===== src/rtl/ldr_scan_sequencer.sv =====
// Round-robin scan of four photoresistor channels through a shared ADC.
// Each channel is settled, oversampled and averaged; results commit as one frame.
module ldr_scan_sequencer #(
    parameter int unsigned SETTLE   = 16,
    parameter int unsigned AVG_LOG2 = 2,
    parameter int unsigned TIMEOUT  = 1024
) (
    input  logic        clk,
    input  logic        rst,
    input  logic        enable,
    input  logic        adc_done,
    input  logic [11:0] adc_data,
    output logic        adc_start,
    output logic [1:0]  adc_ch,
    output logic [15:0] r_v1,
    output logic [15:0] r_v2,
    output logic [15:0] r_h1,
    output logic [15:0] r_h2,
    output logic        frame_valid,
    output logic        adc_timeout
);

    localparam logic [2:0] ST_IDLE   = 3'd0;
    localparam logic [2:0] ST_SETTLE = 3'd1;
    localparam logic [2:0] ST_START  = 3'd2;
    localparam logic [2:0] ST_WAIT   = 3'd3;
    localparam logic [2:0] ST_ACCUM  = 3'd4;
    localparam logic [2:0] ST_NEXT   = 3'd5;

    localparam logic [4:0] NSAMP = 5'(1 << AVG_LOG2);

    logic [2:0]  r_state;
    logic [2:0]  w_state_next;
    logic [1:0]  r_ch;
    logic [7:0]  r_settle_cnt;
    logic [15:0] r_wait_cnt;
    logic [4:0]  r_samp_cnt;
    logic [15:0] r_acc;
    logic [11:0] r_sample;
    logic        r_abort;
    logic        r_fv;
    logic        r_to;
    logic [15:0] r_shadow [4];
    logic [15:0] r_out    [4];

    logic        w_settle_done;
    logic        w_wait_expired;
    logic [4:0]  w_samp_next;
    logic        w_last_samp;
    logic [15:0] w_avg;
    logic        w_stop;

    assign w_settle_done  = (r_settle_cnt == 8'(SETTLE - 1));
    assign w_wait_expired = (r_wait_cnt == 16'(TIMEOUT - 1));
    assign w_samp_next    = r_samp_cnt + 5'd1;
    assign w_last_samp    = (w_samp_next == NSAMP);
    assign w_avg          = r_acc >> AVG_LOG2;
    // Enable dropped mid-conversion: finish the conversion, then park in IDLE.
    assign w_stop         = r_abort || !enable;

    always_comb begin
        w_state_next = ST_IDLE;
        case (r_state)
            ST_IDLE:   w_state_next = enable ? ST_SETTLE : ST_IDLE;
            ST_SETTLE: begin
                if (!enable)           w_state_next = ST_IDLE;
                else if (w_settle_done) w_state_next = ST_START;
                else                   w_state_next = ST_SETTLE;
            end
            ST_START:  w_state_next = ST_WAIT;
            ST_WAIT: begin
                if (adc_done)            w_state_next = ST_ACCUM;
                else if (w_wait_expired) w_state_next = w_stop ? ST_IDLE : ST_SETTLE;
                else                     w_state_next = ST_WAIT;
            end
            ST_ACCUM: begin
                if (w_stop)           w_state_next = ST_IDLE;
                else if (w_last_samp) w_state_next = ST_NEXT;
                else                  w_state_next = ST_START;
            end
            ST_NEXT:   w_state_next = (r_ch == 2'd3 && !enable) ? ST_IDLE : ST_SETTLE;
            default:   w_state_next = ST_IDLE;
        endcase
    end

    always_ff @(posedge clk) begin
        if (rst) begin
            r_state      <= ST_IDLE;
            r_ch         <= 2'd0;
            r_settle_cnt <= 8'd0;
            r_wait_cnt   <= 16'd0;
            r_samp_cnt   <= 5'd0;
            r_acc        <= 16'd0;
            r_sample     <= 12'd0;
            r_abort      <= 1'b0;
            r_fv         <= 1'b0;
            r_to         <= 1'b0;
            for (int i = 0; i < 4; i++) begin
                r_shadow[i] <= 16'd0;
                r_out[i]    <= 16'd0;
            end
        end else begin
            r_state      <= w_state_next;
            r_fv         <= 1'b0;
            r_settle_cnt <= (r_state == ST_SETTLE && w_state_next == ST_SETTLE) ?
                            r_settle_cnt + 8'd1 : 8'd0;
            if ((r_state == ST_START || r_state == ST_WAIT) && !enable) begin
                r_abort <= 1'b1;
            end
            if (w_state_next == ST_IDLE) begin
                r_abort <= 1'b0;
            end
            case (r_state)
                ST_IDLE: begin
                    r_ch       <= 2'd0;
                    r_samp_cnt <= 5'd0;
                    r_acc      <= 16'd0;
                end
                ST_START: r_wait_cnt <= 16'd0;
                ST_WAIT: begin
                    r_wait_cnt <= r_wait_cnt + 16'd1;
                    if (adc_done) begin
                        r_sample <= adc_data;
                    end else if (w_wait_expired) begin
                        r_to       <= 1'b1;
                        r_acc      <= 16'd0;
                        r_samp_cnt <= 5'd0;
                        r_ch       <= 2'd0;
                    end
                end
                ST_ACCUM: begin
                    if (w_stop) begin
                        r_acc      <= 16'd0;
                        r_samp_cnt <= 5'd0;
                        r_ch       <= 2'd0;
                    end else begin
                        r_acc      <= r_acc + {4'd0, r_sample};
                        r_samp_cnt <= w_samp_next;
                    end
                end
                ST_NEXT: begin
                    r_shadow[r_ch] <= w_avg;
                    r_acc          <= 16'd0;
                    r_samp_cnt     <= 5'd0;
                    r_ch           <= r_ch + 2'd1;
                    // Channel 3's average is still in flight, so take it directly.
                    if (r_ch == 2'd3) begin
                        r_out[0] <= r_shadow[0];
                        r_out[1] <= r_shadow[1];
                        r_out[2] <= r_shadow[2];
                        r_out[3] <= w_avg;
                        r_fv     <= 1'b1;
                    end
                end
                default: ;
            endcase
        end
    end

    assign adc_start   = (r_state == ST_START);
    assign adc_ch      = r_ch;
    assign r_v1        = r_out[0];
    assign r_v2        = r_out[1];
    assign r_h1        = r_out[2];
    assign r_h2        = r_out[3];
    assign frame_valid = r_fv;
    assign adc_timeout = r_to;

endmodule


===== config.mk =====
export PLATFORM = sky130hd
export DESIGN_NAME = ldr_scan_sequencer
export DESIGN_NICKNAME = d
export VERILOG_FILES = /design/src/rtl/ldr_scan_sequencer.sv
export SDC_FILE = /design/constraint.sdc
export NUM_CORES = 1
export LEC_CHECK = 0
export ABC_AREA = 1
export CORE_MARGIN = 1
export CORE_UTILIZATION = 55
export DETAILED_ROUTE_END_ITERATION = 7
export PLACE_DENSITY = 0.79
export SKIP_CTS_REPAIR_TIMING = 1
export SLEW_MARGIN = 20
export SYNTH_ARGS = -nofsm -noshare
export SYNTH_HDL_FRONTEND = slang
export SYNTH_SLANG_ARGS = --single-unit

===== constraint.sdc =====
create_clock -name clk -period 5.95 [get_ports clk]
set_clock_uncertainty 0.2 [all_clocks]
set_input_delay 0.595 -clock clk [delete_from_list [all_inputs] [get_ports clk]]
set_output_delay 0.595 -clock clk [all_outputs]
set_load 0.02 [all_outputs]

Yosys cells after proc, flatten, opt, wreduce, memory -nomap -nowiden
Memories as Yosys holds them, arrays and structs flattened.
Index checks and enable logic that the tools add are counted.
{"block": "word_totals", "in_bits": 16, "ramBits": 120, "wordCells": 94, "mem_count": 2, "out_inout_bits": 69, "reg_bits": 65, "mem_bits_ro": 0, "latchBits": 0}
{"block": "classes", "n_eq_ne": 13, "order_cmp": 0, "div_mod_pow": 0, "reduce_logical": 19, "shift": 0, "mul": 0, "n_mux": 39, "n_bitwise": 6, "n_addsub": 5}
{"memory": "r_out", "depth": 4, "width": 16, "read_ports": 4, "rd_clocked_by_memory_dff": 0, "wr": 4, "line": "44", "rtl": "logic [15:0] r_out [4];"}
{"memory": "r_shadow", "depth": 4, "width": 14, "read_ports": 3, "rd_clocked_by_memory_dff": 0, "wr": 4, "line": "43", "rtl": "logic [15:0] r_shadow [4];"}
{"operator": "16-bit 2-to-1 mux", "count": 7}
{"operator": "16-bit case mux with 3 select lines", "count": 1}
{"operator": "16-bit case mux with 2 select lines", "count": 1}
{"operator": "3-bit case mux with 6 select lines", "count": 1}
{"operator": "16-bit by 1-bit adder with 16-bit output (second input constant)", "count": 1}
{"operator": "16-bit by 12-bit adder with 16-bit output", "count": 1}
{"operator": "16-bit by 10-bit == test with 1-bit output (second input constant)", "count": 1}
{"operator": "5-bit 2-to-1 mux", "count": 3}
{"operator": "5-bit case mux with 3 select lines", "count": 1}
{"operator": "14-bit 2-to-1 mux", "count": 1}
{"operator": "2-bit 2-to-1 mux", "count": 7}
{"operator": "14-bit OR reduction", "count": 1}
{"operator": "1-bit 2-to-1 mux", "count": 13}
{"operator": "3-bit 2-to-1 mux", "count": 3}
{"operator": "8-bit by 1-bit adder with 8-bit output (second input constant)", "count": 1}
{"operator": "8-bit by 4-bit == test with 1-bit output (second input constant)", "count": 1}
{"operator": "2-bit case mux with 4 select lines", "count": 1}
{"operator": "3-bit by 1-bit == test with 1-bit output (second input constant)", "count": 2}
{"operator": "3-bit by 2-bit == test with 1-bit output (second input constant)", "count": 2}
{"operator": "3-bit == test (second input constant)", "count": 2}
{"operator": "3-bit zero test", "count": 2}
{"operator": "2-bit inequality test (second input constant)", "count": 3}
{"operator": "3-bit AND reduction", "count": 2}
{"operator": "2-bit OR reduction", "count": 3}
{"operator": "other kinds (14)", "count": 21}

Depth between registers and ports, before layout
{"block": "logic_depth", "word_depth": 10, "ltp_mapped": 11}

Least setup slack after synthesis
Ideal clock, no wire load.
{"block": "synth_timing", "kind": "input -> register", "start": "in rst", "end": "mem r_out[0][0], enable pin", "arrival_time_ps": 2383, "path_stages": 4, "n_path_buf": 2, "slack_ps": 2952, "setup_time_ps": 415, "cell_sequence": "buf_2 clkinv_1 clkbuf_1 nand2_1"}
{"item": "start, declared", "line": "9", "rtl": "input logic rst,"}
{"item": "end, declared", "line": "44"}

Worst setup path in the final report
{"block": "layout_timing", "start": "reg r_state[2]", "end": "out adc_start"}
{"block": "layout_via", "elab_chain_len": 1}
{"item": "start, declared", "line": "32", "rtl": "logic [2:0] r_state;"}
{"item": "start signal, assigned", "line": "103", "rtl": "r_state <= w_state_next;"}
{"item": "3-bit by 2-bit == test with 1-bit output", "line": "160", "rtl": "assign adc_start = (r_state == ST_START);"}
{"item": "end, declared", "line": "13", "rtl": "output logic adc_start,"}
Every way passes these cells.

==> out/results.tsv <==
stage	metric	value	unit
logic_synthesis	ys_seq_area_frac	0.5782	
min_path	hp-class	flip-flop to flip-flop	
setup_path	reg2reg_depth	7	
drt	first_iter_violations	373	
global_route	grt_max_degree	57	
setup_path	crit_slowest_cell	clkdlybuf4s50_1	
floorplan	rows	41	
drt	dr.pass1.iters	5	
place	port_buffers	76	
finish	layout.nets	935	
min_path	hold_depth	1	
setup_path	criticalPathCategory	flip-flop to output pin	
timing	worstMarginPinSlew	0.5660	ns
clock_tree	cts-htree-levels	4	
clock_tree	worstSkewPairLatency	0.42	ns
drt	wl_per_cell	13.12	um
setup_path	crit_start	r_state[2]	
finish	n_antenna_cell	0	
global_route	grt_use_met3	0.04651	
status	status	completed	
power	max-vdd-ir-drop	0.1375	mV
setup_path	critical_path.most_common_cell	inv_2	
timing	fin_tns_setup	0	ns
logic_synthesis	ys_seq_elements	163	
floorplan	core_area	0.01282	mm2
floorplan	initial_core_util	0.5723	
timing	fmax	355.8	MHz
floorplan	chipHeight	117.5	um
drt	num_vias	5453	
drt	drc	0	
timing	period_needed	2.811	ns
global_route	grt_pass1_vias	5038	
logic_synthesis	synth.avg_cell_area	8.918	um2
clock_tree	cts_tree	yes	
timing	rsz0062_at_grt	false	
setup_path	crit_chain	inv_2 > nand2_4 > inv_2 > nand2_1 > inv_1 > clkdlybuf4s50_1	
floorplan	fp.dieArea	0.01381	mm2
place	dp_hpwl	10050	um
global_route	overflow	0	
clock_tree	cts_root_buffer	clkbuf_16	
setup_path	required	5.16	ns
timing	slew_viol_final	0	
finish	area_growth	19.16	%
timing	hold_violations	0	
setup_path	reg2reg_slack	3.63	ns
drt	drt_wl_total	14260	um
drt	viasPerCell	5.017	
logic_synthesis	synthCells	823	
setup_path	rr_startpoint	r_state[1]	
timing	timing.final.crit_share	0.4724	
setup_path	worstPathArrival	2.02	ns
flow_run	cap_viol_max_count	0	
timing	hold_slack	0.2539	ns
logic_synthesis	synthDistinctLibCells	38	
clock_tree	clk_path_buf_depth	2	
setup_path	cp-start-kind	flip-flop	
setup_path	cp-end-kind	output pin	
setup_path	worst_path_largest_cell_delay	0.59	ns
clock_tree	cts_buffers	17	
min_path	holdCritStartpoint	r_settle_cnt[0]	
logic_synthesis	netlist_area	0.007340	mm2
timing	relSlewSlack	0.6214	
place	place_congestion	0.8533	
floorplan	io_pins	85	
finish	drive_above_1_share	0.06448	
timing	setup_viol	0	
power	p_per_area	268.5	mW/mm2
finish	final_util	0.6820	
setup_path	rr_endpoint	r_shadow[2][1]	
setup_path	cp_max_fo	10	
power	power_leakage	0.003476	uW
global_route	antenna_found_initial	0	
drt	final_antenna_net_count	0	
global_route	grtUsageTotal	0.2206	
clock_tree	clk_pin_slew	0.06	ns
global_route	grt_pass1_wl	23850	um
global_route	grt_util_met2	0.3665	
global_route	top_usage_layer	met2	
logic_synthesis	synth_warnings	0	
floorplan	die_w	117.5	um
min_path	min_delay_worst_endpoint	r_settle_cnt[0]	
clock_tree	cts_sinks	163	
global_route	gr-usage-met1	0.2854	
critical path, delay by kind of cell, from the launching register on:
kind                   cells  cell delay [ns]
buffers and inverters      4             0.96
DFF                        1             0.35
and+or+nand+nor            2             0.28
layout make-up:
type | instances | area [um2]
Clock buffer | 18 | 429.2
Sequential cell | 163 | 4244
Clock inverter | 14 | 130.1
Tap cell | 172 | 215.2
Multi-Input combinational cell | 515 | 2466
Fill cell | 1004 | 4079
Timing Repair Buffer | 80 | 790.8
Inverter | 125 | 470.5
through the flow:
stage / power [uW] / instance area (um2) / cells / setup WS (ns)
4_1_cts: 2360 / 8746 / 1087 / 3.140
2_1_floorplan: 1303 / 7366 / 830 / 2.952
5_1_grt: 2419 / 8746 / 1087 / 3.045
6_report: 2348 / 8746 / 1087 / 3.139
3_5_place_dp: 1345 / 8187 / 1055 / 2.900
3_3_place_gp: 1343 / 8187 / 1055 / 2.914
per-layer routing:
| layer | vias to the layer above | part of all wire |
|---|---|---|
| li1 | 2786 | - |
| met3 | 22 | 0.056 |
| met4 | 0 | 0.014 |
| met5 | - | 0 |
| met1 | 2458 | 0.45 |
| met2 | 187 | 0.48 |
report_power, final:
part | internal [uW] | total, uW | switching, uW
registers | 1220 | 1220 | 7.79
logic | 36.8 | 95.3 | 58.4
clock network | 579 | 1030 | 449
worst max path at each step:
stage,endpoint,depth (start not counted)
2_1_floorplan,r_out[0][0],4
3_3_place_gp,r_out[2][6],5
3_5_place_dp,r_out[2][6],5
4_1_cts,adc_start,6
5_1_grt,adc_start,6
6_report,adc_start,6
Yosys cell counts:
master      n  area, um2
a22oi_1     1      7.510
a211oi_1    2      15.01
clkinv_2    1      5.000
nor3_1      5      25.02
ha_1       16      200.2
nand3_1    48      240.2
clkbuf_1    4      15.01
xor2_1     12      105.1
and2_1      2      12.51
nand4_1     8      50.05
nor3_2      2      20.02
nand2_1   138      518.0
buf_2       9      45.04
a21oi_1    41      205.2
dfxtp_1    65       1301
nor2_2      5      31.28
fa_1        1      20.02
nor4_1      1      6.260
clkinv_1    1      3.750
a221oi_1    1      8.760
edfxtp_1   98       2943
o21bai_1    1      7.510
or2_2       1      6.260
buf_4       8      60.06
nand2_2     2      12.51
o221a_2     2      22.52
o21ai_0    25      125.1
a21oi_2     1      8.760
nand3_2     2      20.02
nor2_4      3      33.78
conb_1      1      3.750
o21a_1      3      22.52
inv_1     120      450.4
nand2_4     2      22.52
nor2_1    181      679.4
buf_6       6      67.56
o211ai_1    1      7.510
inv_2       3      11.26
logic make-up (layout without fill, tap and decap cells):
family	Yosys count	in the layout	share of synthesized area
other	1	8	0.0005109
adder cells (fa/ha/maj)	17	17	0.03000
buffers and inverters	152	237	0.08967
XOR/XNOR	12	12	0.01432
AND/OR/NAND/NOR	400	400	0.2286
AO/OA/AOI/OAI	78	78	0.05864
flip-flops	163	163	0.5782
placed cells by master, fill, tap and decap left out, types with 4 or more instances in the layout:
cell type / instances
nand3_1: 48
xor2_1: 12
dfxtp_1: 65
nor2_2: 5
nand2_1: 137
a21oi_1: 41
inv_6: 4
nand4_1: 8
buf_4: 4
edfxtp_1: 98
clkinvlp_4: 4
ha_1: 16
nor2_1: 181
inv_1: 120
o21ai_0: 25
clkdlybuf4s50_1: 76
clkbuf_16: 17
conb_1: 8
nor3_1: 5
flip-flops by register name (all words and copies together), names as in the netlist:
signal and count:
r_wait_cnt 16, r_settle_cnt 8, r_out 56, adc_timeout 1, r_acc 16, r_state 3
frame_valid 1, r_abort 1, r_sample 12, adc_ch 2, r_shadow 42, r_samp_cnt 5
Power figures use the tool's default switching activity.
